[config.mk]
export PLATFORM = sky130hd
export DESIGN_NAME = mem_stage
export DESIGN_NICKNAME = d
export VERILOG_FILES = /design/src/rtl/mem_stage.sv
export SDC_FILE = /design/constraint.sdc
export NUM_CORES = 1
export LEC_CHECK = 0
export CAP_MARGIN = 20
export CORE_AREA = 2 2 232 234
export DETAILED_ROUTE_END_ITERATION = 7
export DIE_AREA = 0 0 234 236
export GPL_ROUTABILITY_DRIVEN = 0
export PLACE_DENSITY = 0.73
export SYNTH_ARGS = -nofsm -noshare
export SYNTH_HDL_FRONTEND = slang
export SYNTH_SLANG_ARGS = --single-unit
[constraint.sdc]
create_clock -name clk -period 5.67 [get_ports clk]
set_input_delay 1.134 -clock clk [delete_from_list [all_inputs] [get_ports clk]]
set_output_delay 1.134 -clock clk [all_outputs]
set_load 0.01 [all_outputs]
[src/rtl/mem_stage.sv]
// mem_stage: memory-access stage between Execute and Write.
// Ports: in_* from Execute, dreq_*/dresp_* data bus, out_* to Write, flush.
package mem_pkg;
  typedef enum logic [3:0] {
    OP_ALU, OP_LB, OP_LBU, OP_LH, OP_LHU,
    OP_LW, OP_SB, OP_SH, OP_SW
  } op_t;

  localparam logic [4:0] EXC_ADEL = 5'd4;
  localparam logic [4:0] EXC_ADES = 5'd5;

  typedef struct packed {
    logic        valid;
    logic [4:0]  id;
    logic [31:0] value;
  } write_reg_t;

  typedef struct packed {
    logic        valid;
    logic [31:0] hi;
    logic [31:0] lo;
  } write_hilo_t;

  typedef struct packed {
    logic        valid;
    logic        delayed;
    logic [4:0]  code;
    logic [31:0] bad_vaddr;
    logic [31:0] pc_src;
  } exception_t;

  typedef struct packed {
    logic [31:0] pc;
    op_t         op;
    write_reg_t  write_reg;
    write_hilo_t write_hilo;
    exception_t  exception;
  } write_context_t;
endpackage

module mem_stage
  import mem_pkg::*;
(
  input  logic           clk,
  input  logic           resetn,
  input  logic           in_valid,
  output logic           in_ready,
  input  write_context_t in_ctx,
  input  logic [31:0]    in_addr,
  input  logic [31:0]    in_sdata,
  input  logic           flush,
  output logic           dreq_valid,
  output logic           dreq_write,
  output logic [31:0]    dreq_addr,
  output logic [3:0]     dreq_strobe,
  output logic [31:0]    dreq_data,
  input  logic           dreq_addr_ok,
  input  logic           dresp_data_ok,
  input  logic [31:0]    dresp_data,
  output logic           out_valid,
  output write_context_t out_ctx
);

  typedef enum logic [1:0] {IDLE, REQ, WAIT, DRAIN} state_t;

  state_t         state;
  write_context_t ctxQ;
  logic [1:0]     laneQ;

  logic           accept;
  logic           inLoad;
  logic           inStore;
  logic           misal;
  logic [3:0]     stbN;
  logic [31:0]    datN;
  write_context_t excCtx;

  logic           qLoad;
  logic [7:0]     lb;
  logic [15:0]    lh;
  logic [31:0]    loadVal;
  write_context_t doneCtx;

  assign in_ready = (state == IDLE) && !flush;
  assign accept   = in_valid && in_ready;

  always_comb begin
    inLoad  = 1'b0;
    inStore = 1'b0;
    misal   = 1'b0;
    stbN    = '0;
    datN    = '0;
    case (in_ctx.op)
      OP_LB, OP_LBU: inLoad = 1'b1;
      OP_LH, OP_LHU: begin
        inLoad = 1'b1;
        misal  = in_addr[0];
      end
      OP_LW: begin
        inLoad = 1'b1;
        misal  = |in_addr[1:0];
      end
      OP_SB: begin
        inStore = 1'b1;
        stbN    = 4'b0001 << in_addr[1:0];
        datN    = {4{in_sdata[7:0]}};
      end
      OP_SH: begin
        inStore = 1'b1;
        misal   = in_addr[0];
        stbN    = in_addr[1] ? 4'b1100 : 4'b0011;
        datN    = {2{in_sdata[15:0]}};
      end
      OP_SW: begin
        inStore = 1'b1;
        misal   = |in_addr[1:0];
        stbN    = 4'hF;
        datN    = in_sdata;
      end
      default: ;
    endcase
  end

  // Address-error context; delayed slot flag rides through untouched.
  always_comb begin
    excCtx = in_ctx;
    excCtx.exception.valid     = 1'b1;
    excCtx.exception.code      = inStore ? EXC_ADES : EXC_ADEL;
    excCtx.exception.bad_vaddr = in_addr;
    excCtx.exception.pc_src    = in_ctx.pc;
    excCtx.write_reg.valid     = 1'b0;
  end

  always_comb begin
    lb      = dresp_data[{laneQ, 3'b000} +: 8];
    lh      = laneQ[1] ? dresp_data[31:16] : dresp_data[15:0];
    qLoad   = 1'b0;
    loadVal = dresp_data;
    case (ctxQ.op)
      OP_LB: begin
        qLoad   = 1'b1;
        loadVal = {{24{lb[7]}}, lb};
      end
      OP_LBU: begin
        qLoad   = 1'b1;
        loadVal = {24'd0, lb};
      end
      OP_LH: begin
        qLoad   = 1'b1;
        loadVal = {{16{lh[15]}}, lh};
      end
      OP_LHU: begin
        qLoad   = 1'b1;
        loadVal = {16'd0, lh};
      end
      OP_LW: qLoad = 1'b1;
      default: ;
    endcase
    doneCtx = ctxQ;
    if (qLoad) doneCtx.write_reg.value = loadVal;
  end

  always_ff @(posedge clk or negedge resetn) begin
    if (!resetn) begin
      state       <= IDLE;
      ctxQ        <= '0;
      laneQ       <= '0;
      dreq_valid  <= 1'b0;
      dreq_write  <= 1'b0;
      dreq_addr   <= '0;
      dreq_strobe <= '0;
      dreq_data   <= '0;
      out_valid   <= 1'b0;
      out_ctx     <= '0;
    end else begin
      out_valid <= 1'b0;
      case (state)
        IDLE: begin
          if (accept) begin
            if ((!inLoad && !inStore) || in_ctx.exception.valid) begin
              out_ctx   <= in_ctx;
              out_valid <= 1'b1;
            end else if (misal) begin
              out_ctx   <= excCtx;
              out_valid <= 1'b1;
            end else begin
              ctxQ        <= in_ctx;
              laneQ       <= in_addr[1:0];
              dreq_valid  <= 1'b1;
              dreq_write  <= inStore;
              dreq_addr   <= {in_addr[31:2], 2'b00};
              dreq_strobe <= stbN;
              dreq_data   <= datN;
              state       <= REQ;
            end
          end
        end
        REQ: begin
          if (dreq_addr_ok || flush) dreq_valid <= 1'b0;
          if (flush) begin
            // An accepted load still owes a response unless it came now.
            if (dreq_addr_ok && qLoad && !dresp_data_ok) state <= DRAIN;
            else state <= IDLE;
          end else if (dreq_addr_ok) begin
            if (!qLoad || dresp_data_ok) begin
              out_ctx   <= doneCtx;
              out_valid <= 1'b1;
              state     <= IDLE;
            end else begin
              state <= WAIT;
            end
          end
        end
        WAIT: begin
          if (dresp_data_ok) begin
            state <= IDLE;
            if (!flush) begin
              out_ctx   <= doneCtx;
              out_valid <= 1'b1;
            end
          end else if (flush) begin
            state <= DRAIN;
          end
        end
        DRAIN: begin
          if (dresp_data_ok) state <= IDLE;
        end
        default: state <= IDLE;
      endcase
    end
  end

endmodule

# Word level (Yosys, flattened, before mapping)
# Cells that the tools add are included.
[totals] reg_bits=493 in_bits=312 elab_cells=138
[op_classes] eq_ne=29 shift=2 n_mux=45 reduce_logical=26 n_bitwise=2
[op_table] cell="$mux W210" count=8
[op_table] cell="$pmux W210 S3" count=1
[op_table] cell="$pmux W32 S4" count=1
[op_table] cell="$pmux W32 S3" count=1
[op_table] cell="$mux W32" count=1
[op_table] cell="$shiftx A32 B6 Y8" count=1
[op_table] cell="$eq A4 B3 Y1 const B" count=6
[op_table] cell="$mux W2" count=10
[op_table] cell="$ne A2 B2 Y1 const B" count=10
[op_table] cell="$eq A4 B2 Y1 const B" count=4
[op_table] cell="$mux W1" count=16
[op_table] cell="$mux W16" count=1
[op_table] cell="$pmux W4 S3" count=1
[op_table] cell="$reduce_or A5 Y1" count=2
[op_table] cell="$eq A4 B1 Y1 const B" count=2
[op_table] cell="$pmux W2 S4" count=1
[op_table] cell="$reduce_and A8 Y1" count=1
[op_table] cell="$ne A3 B3 Y1 const B" count=2
[op_table] cell="$reduce_and A6 Y1" count=1
[op_table] cell="$reduce_or A3 Y1" count=2
[op_table] cell="$logic_and A1 B1 Y1" count=5
[op_table] cell="$logic_not A1 Y1" count=5
[op_table] cell="$reduce_and A5 Y1" count=1
[op_table] cell="$eq A2 B2 Y1 const B" count=2
[op_table] cell="14 further kinds" count=19

# Longest topological paths before layout
# Gate-level depths: netlist (run 1).
[depth] depth_word=9 depth_mapped=11 ltp_nobuf=7

# Worst setup path after synthesis (run 1)
# Ideal clock, no wire load.
[synth_timing] kind="input -> register" start="input port in_addr[1]" end="register out_ctx[67] in the netlist's numbering" stages=8 n_path_buf=3 t_required_ps=5543 t_arrival_ps=2784 slack_ps=2758 path_cell_list="buf_2 > o22ai_1 > a32o_2 > o31a_2 > nor2_4 > buf_6 > buf_4 > mux2_1"
[synth_via] elab_chain_len=4
[synth_rtl] item="from (decl)" line="49" source="input logic [31:0] in_addr,"
[synth_rtl] item="$reduce_or A2 Y1" line="101, 116"
[synth_rtl] item="$pmux W1 S2" line="93" source="case (in_ctx.op)"
[synth_rtl] item="$ne A3 B2 Y1 (no source line)"
[synth_rtl] item="$reduce_and A8 Y1 (no source line)"
[synth_rtl] item="to (signal assigned)" line="181" source="out_ctx <= in_ctx;"
[synth_rtl] item="to (signal assigned)" line="184" source="out_ctx <= excCtx;"
[synth_rtl] item="to (signal assigned)" line="206" source="out_ctx <= doneCtx;"
[synth_rtl] item="to (decl)" line="61" source="output write_context_t out_ctx"
# Every way passes these cells.
# A chain may end at the register's enable or synchronous reset.

# Final worst setup path (run 1)
[layout_timing] start="input port flush" end="output port in_ready"
[layout_via] elab_chain_len=2
[layout_rtl] item="from (decl)" line="51" source="input logic flush,"
[layout_rtl] item="$logic_not A1 Y1"
[layout_rtl] item="$logic_and A1 B1 Y1" line="84" source="assign in_ready = (state == IDLE) && !flush;"
[layout_rtl] item="to (decl)" line="47" source="output logic in_ready,"
# Every way passes these cells.

==> run summary, run 1 <==
status: finished with violations
failing checks: design-rule violations
final setup fails: 0
# fillers: 4445
ys flop type: dfrtp_1
die width: 234 microns
Critical Path Source: flush
Worst VDD drop: 695 uV
Final min period: 4.13 ns
crit path launch type: primary input
core area: 53100 sq um
Worst Path Arrival: 2.99 ns
Die H: 236 microns
drt total wl: 74600 microns
Placed Cells: 3594
leak pwr: 14.1 nW
drt first pass iters: 8
min-delay src: ctxQ[127]$_DFFE_PN0P_
count of final hold-check violations: 0
CP max stage cell: clkdlybuf4s50_1
Synth top area share: 53.2%
Finished Layout Cells: 3692
class of the worst hold path: register to register
first-pass GRT wire length: 116000 microns
nets: 3268
CTS sink cnt: 493
# resized after CTS: 0
vias post-DR: 20300
vias in the first global route: 20100
crit-path max FO: 9
Max-slew headroom: 40.5%
Slew Viols, Final: 0
total number of H-tree levels: 2
hold path depth: 2
RSZ-0062 raised after global routing: no
CP most frequent cell: clkdlybuf4s50_1
FF+latch count, synth: 493
Overall Power: 18.7 mW
Die Area: 55200 sq um
max_cap viols: 0
largest net degree at the start of global routing: 149
Clock Path Buffers: 3
Setup TNS Final: 0 ns
vias per cell: 5.50
R2R cell count: 8
Post-CTS Setup Repair Bufs: 0
Distinct cells, synth: 74
Yosys warning count: 0
top cells by area, synth: dfrtp_1 53%, nand2_1 13%, mux2i_1 7.6%
share of cells above drive strength 1: 6.53%
max frequency: 242 MHz
initial antenna violation count: 12
clock-pin transition on the worst setup and hold timing paths: 0.05 ns
Buffers on Ports: 591
area of the mapped netlist: 23200 sq um
register area share after synthesis: 53.2%
GRT overflow: 0
Cells after Synth: 2470
Synth async-reset ratio: 100%
I/O pin total: 594
Worst path max stage delay: 0.66 ns
CTS tree: built
Buf/Inv on CP: 2
gr usage total: 26.5%
cell breakdown of the critical path: clkdlybuf4s50_1, nor2b_1, clkdlybuf4s50_1
Syn Area/Cell: 9.40 sq um
WP data required: 4.54 ns
CTS Buf Count: 52
residual DRC count: 3
CP top delay family: buffers and inverters
Tcrit/Tclk final: 72.8%
Synth area leader: dfrtp_1
Cell Pwr Density: 599 nW/um^2
pin slew with the least headroom to its limit: 0.893 ns
WL/cell: 20.2 microns
CP Capture Type: primary output
CP Class: primary input to primary output
DP HPWL: 49800 microns
Clock Skew: 0.0171 ns
setup slack, reg-to-reg: 2.10 ns
Post-CTS Hold Fix Bufs: 0
Iter 0 DRT Violations: 1692
Final ANT Viol Nets: 0
final hold slack: 0.471 ns
starting density of the core: 43.7%
Crit. path cell count: 3
RR Startpoint: state[1]$_DFFE_PN0P_
layout overhead on the synthesized area: 34.7%
Post-synth EDFFs: 0
Root Buffer: clkbuf_16
clk_lat worst skew: 0.59 ns
# rows: 85
## registers in the layout, indices dropped and copies added (netlist names)
signal / count
ctxQ: 210
dreq_addr: 30
dreq_data: 32
dreq_strobe: 4
dreq_valid: 1
dreq_write: 1
laneQ: 2
out_ctx: 210
out_valid: 1
state: 2
## worst paths after layout
path	endpoint
setup / recovery	in_ready
hold / removal	ctxQ[127]$_DFFE_PN0P_
setup reg to reg	out_ctx[138]$_DFFE_PN0P_
hold reg to reg	ctxQ[127]$_DFFE_PN0P_
max in group asynchronous	ctxQ[13]$_DFFE_PN0P_
min in group asynchronous	out_ctx[155]$_DFFE_PN0P_
## logic make-up (layout without fill, tap and decap cells)
family	Yosys count	in the layout	synth area share, %
AOI/OAI and AO/OA	491	491	12.7
adders and majority gates	4	4	0.216
and+or+nand+nor	1011	1011	17.8
other	1	10	0.0162
muxes	268	268	12.1
DFF	493	493	53.2
buffers and inverters	201	718	4.03
xor gates and xnor gates	1	1	0.0377
## placed cells by master (no fill, tap or decap), drive strengths merged, types with 7 or more instances in the layout
| cell type | count |
|---|---|
| a22o | 7 |
| a31oi | 22 |
| buf | 28 |
| a211oi | 10 |
| o221ai | 18 |
| diode | 8 |
| mux2 | 91 |
| nand2 | 829 |
| o31ai | 8 |
| a21oi | 35 |
| a221oi | 30 |
| or2 | 14 |
| nor2 | 82 |
| dfrtp | 493 |
| clkdlybuf4s50 | 590 |
| o21ai | 318 |
| clkbuf | 82 |
| nand2b | 29 |
| nor2b | 14 |
| mux2i | 176 |
| inv | 11 |
## power by group
group	internal (mW)	switching (mW)	leakage, nW
logic	4.19	5.00	7.06
clock network	1.97	1.42	0.826
registers	5.18	0.968	6.19
total	11.3	7.39	14.1
## tightest hold or removal path: cells and delay by family, from the launching register on
kind / cells / cell delay, ns
flip-flops: 1 / 0.34
AND/OR/NAND/NOR: 2 / 0.10
## routing by layer
layer  up-vias  part of all wire [%]  routed length [microns]  GRT usage [%]
li1       9314                     -                        -              -
met1      9965                    40                    30000           34.2
met2       833                    47                    34700           42.2
met3       178                   9.3                     6920           7.70
met4         8                   3.9                     2930           9.97
met5         -                 0.074                       55              0
## cells in the mapped netlist, types with 10 or more instances
cell	n
buf_6	11
a221oi_1	30
mux2_2	58
a21oi_1	33
o21ai_0	310
a31oi_1	22
dfrtp_1	493
nand2b_1	29
or2_2	14
nand2_1	828
clkbuf_1	110
nor2_1	79
nor2b_1	14
mux2i_1	176
buf_2	54
o221ai_1	18
inv_1	10
mux2_1	33
## final cells by class
cell class | count | area [sq um] | area share, %
antenna | 8 | 20.0 | 0.0641
clock buffer | 82 | 1600 | 5.11
clock inverter | 8 | 85.1 | 0.272
inverter | 10 | 37.5 | 0.120
multi-input combinational | 1777 | 10000 | 32.0
sequential | 493 | 12300 | 39.5
tap | 696 | 871 | 2.79
timing repair buffer | 618 | 6310 | 20.2
## stage by stage
stage	area (sq um)	util, %	worst slack (ns)
6_report	31300	58.9	1.54
5_1_grt	31200	58.9	1.45
4_1_cts	31200	58.8	1.55
3_5_place_dp	29500	55.7	1.27
3_3_place_gp	29500	55.6	1.32
2_1_floorplan	23200	-	2.76
No activity file was read; power rests on OpenSTA's default activity.
==> run 2, diff against run 1 <==
==> constraint.sdc (replaced) <==
create_clock -name clk -period 4.1 [get_ports clk]
set_input_delay 0.82 -clock clk [delete_from_list [all_inputs] [get_ports clk]]
set_output_delay 0.82 -clock clk [all_outputs]
set_load 0.01 [all_outputs]
==> run 2 against run 1 <==
  * Sequential share of layout area shrank 0.28 points
  * Flip-flop and latch count is the same
  * The flow now finishes without violations
  * Via count grew 0.49%
==> run summary, run 2 (synthesis gave the netlist of run 1 again) <==
Setup TNS Final: 0 ns
Cell Pwr Density: 830 nW/um^2
Final min period: 3.33 ns
WP data required: 3.28 ns
nets: 3283
CTS Buf Count: 53
leak pwr: 14.2 nW
Clock Skew: 0.0186 ns
count of final hold-check violations: 0
core area: 53100 sq um
gr usage total: 26.7%
initial antenna violation count: 18
I/O pin total: 594
vias in the first global route: 20400
GRT overflow: 0
Final ANT Viol Nets: 0
drt total wl: 75500 microns
WL/cell: 20.3 microns
drt first pass iters: 6
starting density of the core: 43.7%
first-pass GRT wire length: 116000 microns
Post-CTS Setup Repair Bufs: 0
share of cells above drive strength 1: 7.28%
post-route cell area: 31500 sq um
CTS tree: built
Worst VDD drop: 594 uV
CP Capture Type: primary output
layout overhead on the synthesized area: 35.6%
final hold slack: 0.275 ns
CP Class: primary input to primary output
# rows: 85
Root Buffer: clkbuf_16
class of the worst hold path: primary input to async pin
CP most frequent cell: clkdlybuf4s50_1
commonest cells after routing, fill and taps aside: 828 x nand2_1, 590 x clkdlybuf4s50_1, 493 x dfrtp_1
area post-placement: 29700 sq um
max frequency: 300 MHz
DP HPWL: 51100 microns
Worst Path Arrival: 2.51 ns
commonest non-fill, non-tap cell in the layout: nand2_1
Placed Cells: 3608
max_cap viols: 0
Finished Layout Cells: 3717
vias post-DR: 20400
# resized after CTS: 0
setup slack, reg-to-reg: 0.86 ns
largest net degree at the start of global routing: 151
crit path launch type: primary input
die width: 234 microns
residual DRC count: 0
Die Area: 55200 sq um
CP max stage cell: clkdlybuf4s50_1
pin slew with the least headroom to its limit: 0.929 ns
Slew Viols, Final: 0
Worst path max stage delay: 0.70 ns
RSZ-0062 raised after global routing: no
cell breakdown of the critical path: clkdlybuf4s50_1, nor2b_1, clkdlybuf4s50_1
Iter 0 DRT Violations: 1787
status: finished, final reports clean
vias per cell: 5.49
final setup fails: 0
CTS sink cnt: 493
clk_lat worst skew: 0.60 ns
Tcrit/Tclk final: 81.3%
Max-slew headroom: 38.1%
Layout Utilization: 59.3%
Clock Path Buffers: 3
biggest regs: ctxQ: 210 flops, out_ctx: 210 flops, dreq_data: 32 flops
Die H: 236 microns
Buffers on Ports: 591
crit-path max FO: 9
Post-CTS Hold Fix Bufs: 0
clock-pin transition on the worst setup and hold timing paths: 0.06 ns
total number of H-tree levels: 2
# fillers: 4394
run 2: cell count changes in the layout (fill, tap and decap cells not counted), sizes merged:
cell / before / now
clkinvlp: 1 / 0
clkinv: 5 / 17
bufinv: 1 / 4
buf: 28 / 42
diode: 8 / 11
clkbuf: 82 / 76
run 2: cell type report:
type,instances,area (sq um),area share [%]
diodes,11,27.5,0.0875
clock buffers,76,1530,4.87
clock inverters,22,233,0.739
inverters,10,37.5,0.119
multi-input cells,1777,10000,31.8
flip-flops and latches,493,12300,39.2
well taps,696,871,2.77
repair buffers,632,6440,20.4
run 2: critical path: cells and delay by family:
kind | cells | cell delay [ns]
buf+inv | 2 | 1.27
simple gates | 1 | 0.41
run 2: worst paths after layout:
path | from | end | cells after the start
max in group asynchronous | resetn | out_ctx[86]$_DFFE_PN0P_ | 2
min in group clk | ctxQ[48]$_DFFE_PN0P_ | ctxQ[48]$_DFFE_PN0P_ | 2
hold / removal | resetn | ctxQ[154]$_DFFE_PN0P_ | 1
setup / recovery | flush | in_ready | 3
setup reg to reg | ctxQ[175]$_DFFE_PN0P_ | out_ctx[205]$_DFFE_PN0P_ | 7
hold reg to reg | ctxQ[48]$_DFFE_PN0P_ | ctxQ[48]$_DFFE_PN0P_ | 2
run 2: through the flow:
step	setup WS, ns	power (mW)
2_1_floorplan	1.50	15.9
3_3_place_gp	0.350	20.8
3_5_place_dp	0.372	21.3
4_1_cts	0.793	26.3
5_1_grt	0.617	27.8
6_report	0.768	26.1
run 2: layer usage:
layer	up-vias	GRT usage [%]	share of wire (%)
li1	9363	-	-
met1	10000	33.5	39
met2	813	43.0	48
met3	184	8.06	9.2
met4	12	11.0	3.8
met5	-	0	0.093
run 2: where the power goes:
part           switching (mW)  total, mW  internal [mW]
registers                1.37       8.53           7.16
clock network            2.02       4.88           2.85
logic                    6.90       12.7           5.82
==> run 3, diff against run 2 <==
==> constraint.sdc (replaced) <==
create_clock -name clk -period 3.2 [get_ports clk]
set_input_delay 0.64 -clock clk [delete_from_list [all_inputs] [get_ports clk]]
set_output_delay 0.64 -clock clk [all_outputs]
set_load 0.01 [all_outputs]
==> run 3 against run 2 <==
  * Power is 29% higher
  * Global-route usage increased by 0.51 points
  * Clock power increased by 25%
  * Register-to-register slack got worse by 0.33 ns
  * Clock skew rose by 0.0089 ns
  * Critical path depth is 1 higher
  * Critical path type is now register to primary output
  * Largest power group unchanged
  * Highest routed layer unchanged
==> run summary, run 3 (synthesis gave the netlist of run 1 again) <==
count of final hold-check violations: 0
CP max stage cell: clkdlybuf4s50_1
initial antenna violation count: 12
GRT overflow: 0
Die H: 236 microns
Cell Pwr Density: 1060 nW/um^2
worst slack at placement: 0.0498 ns
nets: 3309
CP Capture Type: primary output
# rows: 85
Finished Layout Cells: 3736
total number of H-tree levels: 2
cell breakdown of the critical path: inv_1, ha_4, nor2b_1, clkdlybuf4s50_1
Worst VDD drop: 1490 uV
CTS tree: built
first-pass GRT wire length: 118000 microns
WL/cell: 20.4 microns
Overall Power: 33.6 mW
Post-CTS Setup Repair Bufs: 0
Clock Path Buffers: 3
Worst path max stage delay: 0.65 ns
CP Class: register to primary output
final worst-path setup slack: 0.324 ns
DP HPWL: 52400 microns
Max-slew headroom: 54.2%
pin slew with the least headroom to its limit: 0.687 ns
residual DRC count: 0
Placed Cells: 3635
final hold slack: 0.0533 ns
Slew Viols, Final: 0
crit path launch type: register
clk_lat worst skew: 0.60 ns
gr usage total: 27.2%
Root Buffer: clkbuf_16
# fillers: 4430
biggest regs: ctxQ: 210 flops, out_ctx: 210 flops, dreq_data: 32 flops
core area: 53100 sq um
starting density of the core: 43.7%
Worst Path Arrival: 2.24 ns
Iter 0 DRT Violations: 1829
commonest cells after routing, fill and taps aside: 828 x nand2_1, 590 x clkdlybuf4s50_1, 493 x dfrtp_1
status: finished, final reports clean
I/O pin total: 594
Final ANT Viol Nets: 0
crit-path max FO: 9
vias in the first global route: 20700
RSZ-0062 raised after global routing: no
Tcrit/Tclk final: 89.9%
Post-CTS Hold Fix Bufs: 0
class of the worst hold path: primary input to async pin
Clock Skew: 0.0275 ns
share of cells above drive strength 1: 8.02%
vias post-DR: 20600
Final min period: 2.88 ns
# resized after CTS: 0
commonest non-fill, non-tap cell in the layout: nand2_1
drt total wl: 76300 microns
CTS sink cnt: 493
Setup TNS Final: 0 ns
final setup fails: 0
drt first pass iters: 6
WP data required: 2.56 ns
vias per cell: 5.52
leak pwr: 14.4 nW
clock-pin transition on the worst setup and hold timing paths: 0.06 ns
max_cap viols: 0
CTS Buf Count: 52
layout overhead on the synthesized area: 37.0%
largest net degree at the start of global routing: 132
R2R cell count: 8
max frequency: 348 MHz
Die Area: 55200 sq um
Buffers on Ports: 591
die width: 234 microns
==> run 3: layout make-up <==
type,instances,area (sq um),area share (%)
diodes,9,22.5,0.0708
clock buffers,76,1560,4.92
clock inverters,16,169,0.531
inverters,10,37.5,0.118
multi-input cells,1777,10000,31.4
flip-flops and latches,493,12300,38.8
well taps,696,871,2.74
repair buffers,659,6810,21.4
==> run 3: per-layer routing <==
layer	share of wire [%]	track usage, %	vias up
li1	-	-	9409
met5	0.045	0	-
met1	39	35.2	10200
met3	8.6	6.76	173
met4	3.4	10.6	6
met2	49	43.9	873
==> run 3: path summary, 6_finish.rpt <==
check	start	end	slack, ns
max	state[0]$_DFFE_PN0P_	in_ready	0.32
min	resetn	ctxQ[139]$_DFFE_PN0P_	0.05
max reg2reg	state[0]$_DFFE_PN0P_	out_ctx[22]$_DFFE_PN0P_	0.53
min reg2reg	ctxQ[168]$_DFFE_PN0P_	ctxQ[168]$_DFFE_PN0P_	0.47
max in group asynchronous	resetn	out_ctx[168]$_DFFE_PN0P_	2.20
min in group clk	ctxQ[168]$_DFFE_PN0P_	ctxQ[168]$_DFFE_PN0P_	0.47
==> run 3: metrics by stage <==
| stage | instance area [sq um] | utilization, % |
|---|---|---|
| 2_1_floorplan | 23200 | - |
| 3_3_place_gp | 30100 | 56.6 |
| 3_5_place_dp | 30100 | 56.6 |
| 4_1_cts | 31800 | 59.9 |
| 5_1_grt | 31800 | 59.9 |
| 6_report | 31800 | 59.9 |
==> run 3: worst max-delay path: cells and delay by family, from the launching register on <==
| kind | cells | cell delay, ns |
|---|---|---|
| buffers and inverters | 2 | 0.79 |
| DFF | 1 | 0.42 |
| and+or+nand+nor | 1 | 0.24 |
| adders and majority gates | 1 | 0.22 |
==> run 3: where the power goes <==
group	internal, mW	leakage (nW)	switching, mW
Combinational	7.63	7.32	8.97
Clock	3.61	0.862	2.51
Sequential	9.18	6.19	1.72
Total	20.4	14.4	13.2
